**src/rtl/microwave_timer_ctrl_if.sv**
```systemverilog
// Panel/keypad and counter-chain signals of the microwave timer sequencer.
// Handshake: key_valid, start and stop are one-cycle strobes with no ready; a strobe is consumed on the edge that sees it.
interface microwave_timer_ctrl_if;
    logic       key_valid;
    logic [3:0] key_digit;
    logic       start;
    logic       stop;
    logic       door_closed;
    logic       zero_sec;
    logic       zero_tens;
    logic       zero_min;

    logic       loadn;
    logic       count_en;
    logic       timer_clrn;
    logic [3:0] data_sec;
    logic [3:0] data_tens;
    logic [3:0] data_min;
    logic       mag_on;
    logic       alarm;
    logic       err;
    logic [2:0] state;

    modport master (
        output key_valid, key_digit, start, stop, door_closed,
        output zero_sec, zero_tens, zero_min,
        input  loadn, count_en, timer_clrn, data_sec, data_tens, data_min,
        input  mag_on, alarm, err, state
    );

    modport slave (
        input  key_valid, key_digit, start, stop, door_closed,
        input  zero_sec, zero_tens, zero_min,
        output loadn, count_en, timer_clrn, data_sec, data_tens, data_min,
        output mag_on, alarm, err, state
    );
endinterface

```
**src/rtl/microwave_timer_ctrl.sv**
```systemverilog
// M:SS cook-timer sequencer: keypad entry, chain load, 1 s tick generation,
// door interlock, magnetron enable and end-of-cook alarm. All outputs registered.
module microwave_timer_ctrl #(
    parameter int TICK_DIV  = 100,
    parameter int DONE_HOLD = 3
) (
    input  logic                  clk,
    input  logic                  clearn,
    microwave_timer_ctrl_if.slave bus
);

    localparam int PW = $clog2(TICK_DIV);
    localparam int HW = (DONE_HOLD > 1) ? $clog2(DONE_HOLD) : 1;
    localparam logic [PW-1:0] PRESC_LAST = PW'(TICK_DIV - 1);
    localparam logic [HW-1:0] HOLD_LAST  = HW'(DONE_HOLD - 1);

    typedef enum logic [2:0] {
        S_IDLE  = 3'd0,
        S_LOAD  = 3'd1,
        S_COOK  = 3'd2,
        S_PAUSE = 3'd3,
        S_DONE  = 3'd4
    } state_t;

    state_t        st, st_nxt;
    logic [PW-1:0] presc, presc_nxt;
    logic [HW-1:0] hold, hold_nxt;
    logic [3:0]    entry_sec, entry_tens, entry_min;
    logic [3:0]    sec_nxt, tens_nxt, min_nxt;

    logic loadn_q, count_en_q, timer_clrn_q, mag_on_q, alarm_q, err_q;
    logic loadn_nxt, count_en_nxt, timer_clrn_nxt, err_nxt;

    logic key_ok;
    logic entry_zero;
    logic start_ok;
    logic chain_zero;

    // A digit strobe only counts when it is a real BCD digit; an ignored
    // key (>9) does not suppress a simultaneous start.
    assign key_ok     = bus.key_valid && (bus.key_digit <= 4'd9);
    assign entry_zero = (entry_sec == 4'd0) && (entry_tens == 4'd0) && (entry_min == 4'd0);
    assign start_ok   = bus.door_closed && !entry_zero && (entry_tens <= 4'd5);
    assign chain_zero = bus.zero_sec && bus.zero_tens && bus.zero_min;

    always_comb begin
        st_nxt         = st;
        presc_nxt      = presc;
        hold_nxt       = hold;
        sec_nxt        = entry_sec;
        tens_nxt       = entry_tens;
        min_nxt        = entry_min;
        loadn_nxt      = 1'b1;
        count_en_nxt   = 1'b0;
        timer_clrn_nxt = 1'b1;
        err_nxt        = 1'b0;

        case (st)
            S_IDLE: begin
                if (bus.stop) begin
                    sec_nxt        = 4'd0;
                    tens_nxt       = 4'd0;
                    min_nxt        = 4'd0;
                    timer_clrn_nxt = 1'b0;
                end else if (key_ok) begin
                    min_nxt  = entry_tens;
                    tens_nxt = entry_sec;
                    sec_nxt  = bus.key_digit;
                end else if (bus.start) begin
                    if (start_ok) begin
                        st_nxt    = S_LOAD;
                        loadn_nxt = 1'b0;
                    end else begin
                        err_nxt = 1'b1;
                    end
                end
            end

            S_LOAD: begin
                presc_nxt = '0;
                sec_nxt   = 4'd0;
                tens_nxt  = 4'd0;
                min_nxt   = 4'd0;
                st_nxt    = S_COOK;
            end

            S_COOK: begin
                // Interlock first, then end-of-cook, then the tick; a pending
                // tick at 0:00 is dropped so the chain never wraps.
                if (bus.stop || !bus.door_closed) begin
                    st_nxt = S_PAUSE;
                end else if (chain_zero) begin
                    st_nxt    = S_DONE;
                    presc_nxt = '0;
                    hold_nxt  = '0;
                end else if (presc == PRESC_LAST) begin
                    count_en_nxt = 1'b1;
                    presc_nxt    = '0;
                end else begin
                    presc_nxt = presc + PW'(1);
                end
            end

            S_PAUSE: begin
                if (bus.stop) begin
                    st_nxt         = S_IDLE;
                    timer_clrn_nxt = 1'b0;
                end else if (bus.start && bus.door_closed) begin
                    st_nxt = S_COOK;
                end
            end

            S_DONE: begin
                if (bus.stop || !bus.door_closed) begin
                    st_nxt    = S_IDLE;
                    presc_nxt = '0;
                    hold_nxt  = '0;
                end else if (presc == PRESC_LAST) begin
                    presc_nxt = '0;
                    if (hold == HOLD_LAST) begin
                        st_nxt   = S_IDLE;
                        hold_nxt = '0;
                    end else begin
                        hold_nxt = hold + HW'(1);
                    end
                end else begin
                    presc_nxt = presc + PW'(1);
                end
            end

            default: begin
                st_nxt    = S_IDLE;
                presc_nxt = '0;
                hold_nxt  = '0;
            end
        endcase
    end

    always_ff @(posedge clk or negedge clearn) begin
        if (!clearn) begin
            st           <= S_IDLE;
            presc        <= '0;
            hold         <= '0;
            entry_sec    <= 4'd0;
            entry_tens   <= 4'd0;
            entry_min    <= 4'd0;
            loadn_q      <= 1'b1;
            count_en_q   <= 1'b0;
            timer_clrn_q <= 1'b1;
            mag_on_q     <= 1'b0;
            alarm_q      <= 1'b0;
            err_q        <= 1'b0;
        end else begin
            st           <= st_nxt;
            presc        <= presc_nxt;
            hold         <= hold_nxt;
            entry_sec    <= sec_nxt;
            entry_tens   <= tens_nxt;
            entry_min    <= min_nxt;
            loadn_q      <= loadn_nxt;
            count_en_q   <= count_en_nxt;
            timer_clrn_q <= timer_clrn_nxt;
            mag_on_q     <= (st_nxt == S_COOK);
            alarm_q      <= (st_nxt == S_DONE);
            err_q        <= err_nxt;
        end
    end

    assign bus.loadn      = loadn_q;
    assign bus.count_en   = count_en_q;
    assign bus.timer_clrn = timer_clrn_q;
    assign bus.data_sec   = entry_sec;
    assign bus.data_tens  = entry_tens;
    assign bus.data_min   = entry_min;
    assign bus.mag_on     = mag_on_q;
    assign bus.alarm      = alarm_q;
    assign bus.err        = err_q;
    assign bus.state      = st;

endmodule
```
**src/flat_wrapper.sv**
```systemverilog
// flat-port wrapper written by rule: the top's interface ports become plain ports
module microwave_timer_ctrl_flat 
#(
    parameter int TICK_DIV  = 100,
    parameter int DONE_HOLD = 3
)
  (clk, clearn, bus_key_valid, bus_key_digit, bus_start, bus_stop, bus_door_closed, bus_zero_sec, bus_zero_tens, bus_zero_min, bus_loadn, bus_count_en, bus_timer_clrn, bus_data_sec, bus_data_tens, bus_data_min, bus_mag_on, bus_alarm, bus_err, bus_state);
  microwave_timer_ctrl_if bus_i ();
  input  logic clk;
  input  logic clearn;
  input wire logic [$bits(bus_i.key_valid)-1:0] bus_key_valid;
  input wire logic [$bits(bus_i.key_digit)-1:0] bus_key_digit;
  input wire logic [$bits(bus_i.start)-1:0] bus_start;
  input wire logic [$bits(bus_i.stop)-1:0] bus_stop;
  input wire logic [$bits(bus_i.door_closed)-1:0] bus_door_closed;
  input wire logic [$bits(bus_i.zero_sec)-1:0] bus_zero_sec;
  input wire logic [$bits(bus_i.zero_tens)-1:0] bus_zero_tens;
  input wire logic [$bits(bus_i.zero_min)-1:0] bus_zero_min;
  output wire logic [$bits(bus_i.loadn)-1:0] bus_loadn;
  output wire logic [$bits(bus_i.count_en)-1:0] bus_count_en;
  output wire logic [$bits(bus_i.timer_clrn)-1:0] bus_timer_clrn;
  output wire logic [$bits(bus_i.data_sec)-1:0] bus_data_sec;
  output wire logic [$bits(bus_i.data_tens)-1:0] bus_data_tens;
  output wire logic [$bits(bus_i.data_min)-1:0] bus_data_min;
  output wire logic [$bits(bus_i.mag_on)-1:0] bus_mag_on;
  output wire logic [$bits(bus_i.alarm)-1:0] bus_alarm;
  output wire logic [$bits(bus_i.err)-1:0] bus_err;
  output wire logic [$bits(bus_i.state)-1:0] bus_state;
  assign bus_i.key_valid = bus_key_valid;
  assign bus_i.key_digit = bus_key_digit;
  assign bus_i.start = bus_start;
  assign bus_i.stop = bus_stop;
  assign bus_i.door_closed = bus_door_closed;
  assign bus_i.zero_sec = bus_zero_sec;
  assign bus_i.zero_tens = bus_zero_tens;
  assign bus_i.zero_min = bus_zero_min;
  assign bus_loadn = bus_i.loadn;
  assign bus_count_en = bus_i.count_en;
  assign bus_timer_clrn = bus_i.timer_clrn;
  assign bus_data_sec = bus_i.data_sec;
  assign bus_data_tens = bus_i.data_tens;
  assign bus_data_min = bus_i.data_min;
  assign bus_mag_on = bus_i.mag_on;
  assign bus_alarm = bus_i.alarm;
  assign bus_err = bus_i.err;
  assign bus_state = bus_i.state;
  microwave_timer_ctrl #(.TICK_DIV(TICK_DIV), .DONE_HOLD(DONE_HOLD)) u_core (.clk(clk), .clearn(clearn), .bus(bus_i));
endmodule
```
**config.mk**
```make
export PLATFORM = sky130hd
export DESIGN_NAME = microwave_timer_ctrl_flat
export DESIGN_NICKNAME = d
export VERILOG_FILES = /design/src/rtl/microwave_timer_ctrl_if.sv /design/src/rtl/microwave_timer_ctrl.sv /design/src/flat_wrapper.sv
export SDC_FILE = /design/constraint.sdc
export NUM_CORES = 1
export LEC_CHECK = 0
export BUFFER_PORTS_ARGS = -buffer_cell sky130_fd_sc_hd__buf_4
export CAP_MARGIN = 20
export CORE_UTILIZATION = 47
export DETAILED_ROUTE_END_ITERATION = 8
export PLACE_DENSITY = 0.74
export SLEW_MARGIN = 20
export SYNTH_ARGS = -nofsm -noshare
export SYNTH_HDL_FRONTEND = slang
export SYNTH_SLANG_ARGS = --single-unit
```
**constraint.sdc**
```tcl
create_clock -name clk -period 1.6 [get_ports clk]
set_input_delay 0.32 -clock clk [delete_from_list [all_inputs] [get_ports clk]]
set_output_delay 0.32 -clock clk [all_outputs]
set_load 0.1 [all_outputs]
```
---- Word level (Yosys, flattened, before mapping) ----
Cells that the tools add are included.
W data, S select, Z words.
storage, ports and cells
  RAM bits ................................ 0
  memory bits (read-only) ................. 0
  bits of input ports ..................... 13
  latch bits .............................. 0
  memories kept ........................... 0
  bits in registers ....................... 30
  word-level logic and storage cells ...... 98
  output and inout bits ................... 21
operators by class
  add/sub/neg operators ................... 2
  magnitude comparators ................... 2
  bitwise logic cells ..................... 2
  shift operators ......................... 0
  $mul .................................... 0
  muxes and demuxes ....................... 47
  div/mod/pow operators ................... 0
  reduce and logical (&&, ||, !) cells .... 21
  equality and inequality tests ........... 12
operator list
  cell                   number
  $mux W3                11
  $mux W7                4
  $mux W4                6
  $pmux W4 S2            3
  $pmux W7 S3            1
  $mux W1                15
  $pmux W3 S5            1
  $logic_not A4 Y1       3
  $mux W2                5
  $eq A3 B2 Y1 const B   3
  $logic_and A1 B1 Y1    8
  $add A7 B1 Y7 const B  1
  $eq A7 B7 Y1 const B   1
  $eq A3 B3 Y1 const B   2
  $pmux W2 S3            1
  $le A4 B3 Y1 const B   1
  $le A4 B4 Y1 const B   1
  $reduce_and A2 Y1      2
  $reduce_and A4 Y1      1
  $eq A3 B1 Y1 const B   1
  $logic_not A3 Y1       1
  $ne A3 B1 Y1 const B   1
  $ne A3 B2 Y1 const B   1
  $reduce_or A3 Y1       1
  other kinds (9)        11

---- Depth between registers and ports, before layout ----
  word-level depth ........................ 12
  mapped depth ............................ 7
  mapped depth without buffers ............ 6

---- Worst setup path after synthesis ----
No wires, ideal clock.
  path kind ............................... register to register
  start ................................... register u_core.st[0] (netlist: u_core.bus.state[0])
  end ..................................... register u_core.presc[0]
  setup time .............................. 0.128 ns
  arrival time ............................ 2.070 ns
  buffers on the path ..................... 2
  cell stages (with the launch flop) ...... 7
  slack ................................... -0.598 ns
  data required time ...................... 1.472 ns
  path through ............................ dfrtp_1 buf_6 nand2b_4 o211a_1 buf_2 and2b_4 mux2_1
on the way
  longest elaborated chain between the ends .. 4
  elaborated cells on any way between the ends .. 9
  classes of those cells .................. eq/ne (4); mux (1); bitwise (1); reduce/logical (3)
ends and longest elaborated chain
  element                                              line                         RTL
  start: declaration                                   microwave_timer_ctrl.sv:25   state_t st, st_nxt;
  start signal: assignment                             microwave_timer_ctrl.sv:154  st <= st_nxt;
  branches (longest 4 deep; another with $pmux W7 S3)  n/a
  end signal: assignment                               microwave_timer_ctrl.sv:155  presc <= presc_nxt;
  end: declaration                                     microwave_timer_ctrl.sv:26   logic [PW-1:0] presc, presc_nxt;
Parallel ways; which one is timed is not known.
A chain may end at the register's enable or synchronous reset.

---- Final worst setup path ----
  start ................................... register u_core.presc[1]
  end ..................................... register u_core.presc[0]
on the way
  longest elaborated chain between the ends .. 5
  elaborated cells on any way between the ends .. 6
  classes of those cells .................. eq/ne (1); mux (5)
ends and longest elaborated chain
  element         line                                                     RTL
  $eq A7 B7 Y1 *  microwave_timer_ctrl.sv:96, microwave_timer_ctrl.sv:118
  $mux W7 *       microwave_timer_ctrl.sv:96, microwave_timer_ctrl.sv:118
  $mux W7         microwave_timer_ctrl.sv:92                               end else if (chain_zero) begin
  $mux W7         microwave_timer_ctrl.sv:90                               if (bus.stop || !bus.door_closed) begin
  $pmux W7 S3 *   microwave_timer_ctrl.sv:58                               case (st)
Every way passes the cells marked *; elsewhere a longest branch is shown, timed or not. The select of a mux whose other input is x is not followed.

==> results_dict.tcl <==
set metrics [dict create \
    fin_nets 224 \
    yosysSeqAreaShare 0.515 \
    design_area_um2 2040 \
    end_kind "register" \
    clockBufferDepth 2 \
    ios 34 \
    tightest_slew_ns 0.498 \
    drive_gt1_frac 0.398 \
    finalCriticalPeriod_ns 1.64 \
    outcome "complete, but fails checks" \
    place_ws_ns -0.0984 \
    cts.sinks 30 \
    reg2reg_depth 7 \
    die_x_um 57.8 \
    synth_edf_count 0 \
    worst_ep_required_time_ns 1.82 \
    critical_path_class "reg2reg" \
    fmax_mhz 611 \
    cts-root-buf "clkbuf_4" \
    path_cells "ha_2 -> nand4bb_1 -> nor3b_2 -> buf_4 -> a21oi_4 -> and2b_4 -> mux2_4" \
    r2r-start "u_core.presc[1]$_DFFE_PN0P_" \
    hold_viol 0 \
    async_reset_ff_frac 1.00 \
    ant_nets 0 \
    cts_made_buffers 5 \
    path_depth 7 \
    max-slew-margin-rel 0.664 \
    synthFlopType "dfrtp_1" \
    crit_slowest_cell "dfrtp_1" \
    violations "DRC, setup timing" \
    crit_family "simple AND/OR/NAND/NOR gates" \
    wl_per_cell_um 14.6 \
    crit_path_start "u_core.presc[1]$_DFFE_PN0P_" \
    rsz0062_at_grt "true" \
    clock_skew_ns 0.00817 \
    fillers 218 \
    io_buffers 33 \
    vias 1372 \
    critPathLaunchType "register" \
    core_area_um2 2850 \
    rows 19 \
    dp_hpwl_um 2360 \
    placed_cell_area_um2 1850 \
    drtIter0Drc 65 \
    cts_tree "done" \
    die_y_um 57.8 \
    synth_nets 169 \
    fin_ws_ns -0.0372 \
    clk_pin_slew_ns 0.09 \
    hold_ws_ns 0.237 \
    yosysWarningCount 0 \
    num_antenna_cells 0 \
    worstPathArrival_ns 1.85 \
    start_util 0.512 \
    drt-total-wl_um 3540 \
    synthDistinctLibCells 38 \
    die_area_um2 3340 \
    slew_viol_final 0 \
    crit_buf_inv 1 \
    leakage_nw 0.960 \
    insertion_delay_ns 0.33 \
    grt_usage 0.222 \
    area_delta_synth_final_pct 39.3 \
    grt_overflow 0 \
    r2r_setup_slack_ns -0.04 \
    syn_avg_cell_area_um2 9.43 \
    max_cap_violations 0 \
    yosys_register_bits 30 \
    antenna_found_initial 0 \
    gp_congestion 0.818 \
    grt_max_degree 31 \
    p_per_area_nw_per_um2 2080 \
    avgViaCountPerCell 5.67 \
    peakVddDrop_v 0.00193 \
    first_pass_iters 6 \
    grt_pass1_vias 1291 \
    endpoint "u_core.presc[0]$_DFFE_PN0P_" \
    syn_area_um2 1460 \
    hp-class "in2reg" \
    cts-htree-levels 2 \
    grt_pass1_wl_um 5570 \
    critPathMaxFanout 6 \
    drc 3 \
    setup_viol 5 \
    setup_tns_ns -0.119 \
    synthCells 155 \
    period_share 1.02 \
    r2r_end "u_core.presc[0]$_DFFE_PN0P_" \
    critPathMaxStageDelay_ns 0.37 \
]
-- report_power, final --
part	internal, W	total (W)	switching [W]
logic	0.000738	0.00264	0.00190
clock network	0.000175	0.000423	0.000248
registers	0.000972	0.00117	0.000201
-- cell type report --
cell class | count | area (um^2) | area share
Inverter | 5 | 18.8 | 0.00922
Sequential cell | 30 | 767 | 0.377
Multi-Input combinational cell | 115 | 742 | 0.364
Tap cell | 31 | 38.8 | 0.0191
Clock buffer | 8 | 48.8 | 0.0240
Timing Repair Buffer | 53 | 420 | 0.207
-- Yosys cell counts (all sizes together), types with 2 or more instances --
cell type,n,area (um^2)
nand3,5,30.0
dfrtp,28,701
or2,2,12.5
nand2b,4,32.5
nor4,4,25.0
a21oi,7,46.3
a21o,5,37.5
nor3,4,20.0
o21ai,16,80.1
nor3b,2,20.0
a22o,4,35.0
nor2,7,26.3
inv,5,18.8
nand2,35,131
buf,5,31.3
dfstp,2,52.6
nand4,2,12.5
and3,3,18.8
-- per-layer routing --
metal	routed length [um]	vias to the layer above	track usage
li1	-	650	-
met1	1510	672	0.266
met2	1750	43	0.375
met3	207	7	0.0692
met4	64	0	0.0850
met5	0	-	0
-- cell families (layout without fill, tap and decap cells) --
| group | count (synthesis) | after routing | share of synthesized area |
|---|---|---|---|
| AND/OR/NAND/NOR | 74 | 75 | 0.262 |
| AO/OA/AOI/OAI | 38 | 38 | 0.170 |
| flip-flops | 30 | 30 | 0.515 |
| buffers and inverters | 11 | 66 | 0.0368 |
| adder cells (fa/ha/maj) | 1 | 1 | 0.00856 |
| multiplexers | 1 | 1 | 0.00770 |
-- flip-flops by register name (all words and copies together), names as in the netlist --
register / cells
u_core.bus.state: 3
u_core.hold: 2
u_core.bus.data_tens: 4
u_core.bus.alarm: 1
u_core.presc: 7
u_core.bus.data_min: 4
u_core.bus.err: 1
u_core.bus.data_sec: 4
u_core.bus.timer_clrn: 1
u_core.bus.count_en: 1
u_core.bus.loadn: 1
u_core.bus.mag_on: 1
-- worst register-to-register path: cells and delay by family (launching register included) --
kind                       cells  cell delay (ns)
muxes                          1             0.27
DFF                            1             0.37
and+or+nand+nor                3             0.52
AOI/OAI and AO/OA              1             0.04
buffers and inverters          1             0.15
adders and majority gates      1             0.18
-- timing repair --
| action | in CTS | in global routing |
|---|---|---|
| setup endpoints to repair | 10 | 24 |
| cloned | 0 | 1 |
| setup buffers | 3 | 2 |
| gates resized for setup | 6 | 11 |
| pin swaps | 6 | 6 |
| hold buffers | 1 | 0 |
| hold endpoints to repair | 28 | 0 |
-- how the worst min path moves through the flow --
stage | startpoint | depth (start not counted) | endpoint
2_1_floorplan | clearn | 0 | u_core.bus.alarm$_DFF_PN0_
3_3_place_gp | clearn | 1 | u_core.bus.data_min[3]$_DFFE_PN0P_
3_5_place_dp | clearn | 1 | u_core.bus.data_min[3]$_DFFE_PN0P_
4_1_cts | bus_stop | 2 | u_core.bus.timer_clrn$_DFF_PN1_
5_1_grt | bus_stop | 2 | u_core.bus.timer_clrn$_DFF_PN1_
6_report | bus_key_digit[0] | 3 | u_core.bus.data_sec[0]$_DFFE_PN0P_
-- per-stage QoR --
| step | std cells | power, W | util |
|---|---|---|---|
| 5_1_grt | 242 | 0.00443 | 0.714 |
| 2_1_floorplan | 155 | 0.00309 | - |
| 6_report | 242 | 0.00424 | 0.714 |
| 4_1_cts | 240 | 0.00416 | 0.685 |
| 3_3_place_gp | 228 | 0.00360 | 0.649 |
| 3_5_place_dp | 228 | 0.00365 | 0.649 |
-- cell usage in the layout, fill, tap and decap left out, types with 2 or more instances in the layout --
master,count
buf_4,49
nand2_1,35
dfrtp_1,23
o21ai_0,15
a21oi_1,6
nor2_1,6
inv_1,5
a21o_1,5
clkbuf_4,5
nand3_1,4
nor3_1,4
a22o_1,4
and3_1,3
nor4_1,3
clkbuf_1,3
dfrtp_4,3
nand2b_1,2
nand2b_4,2
nand4_1,2
or2_2,2
buf_6,2
dfrtp_2,2
dfstp_2,2
(Power assumes the default switching activity.)
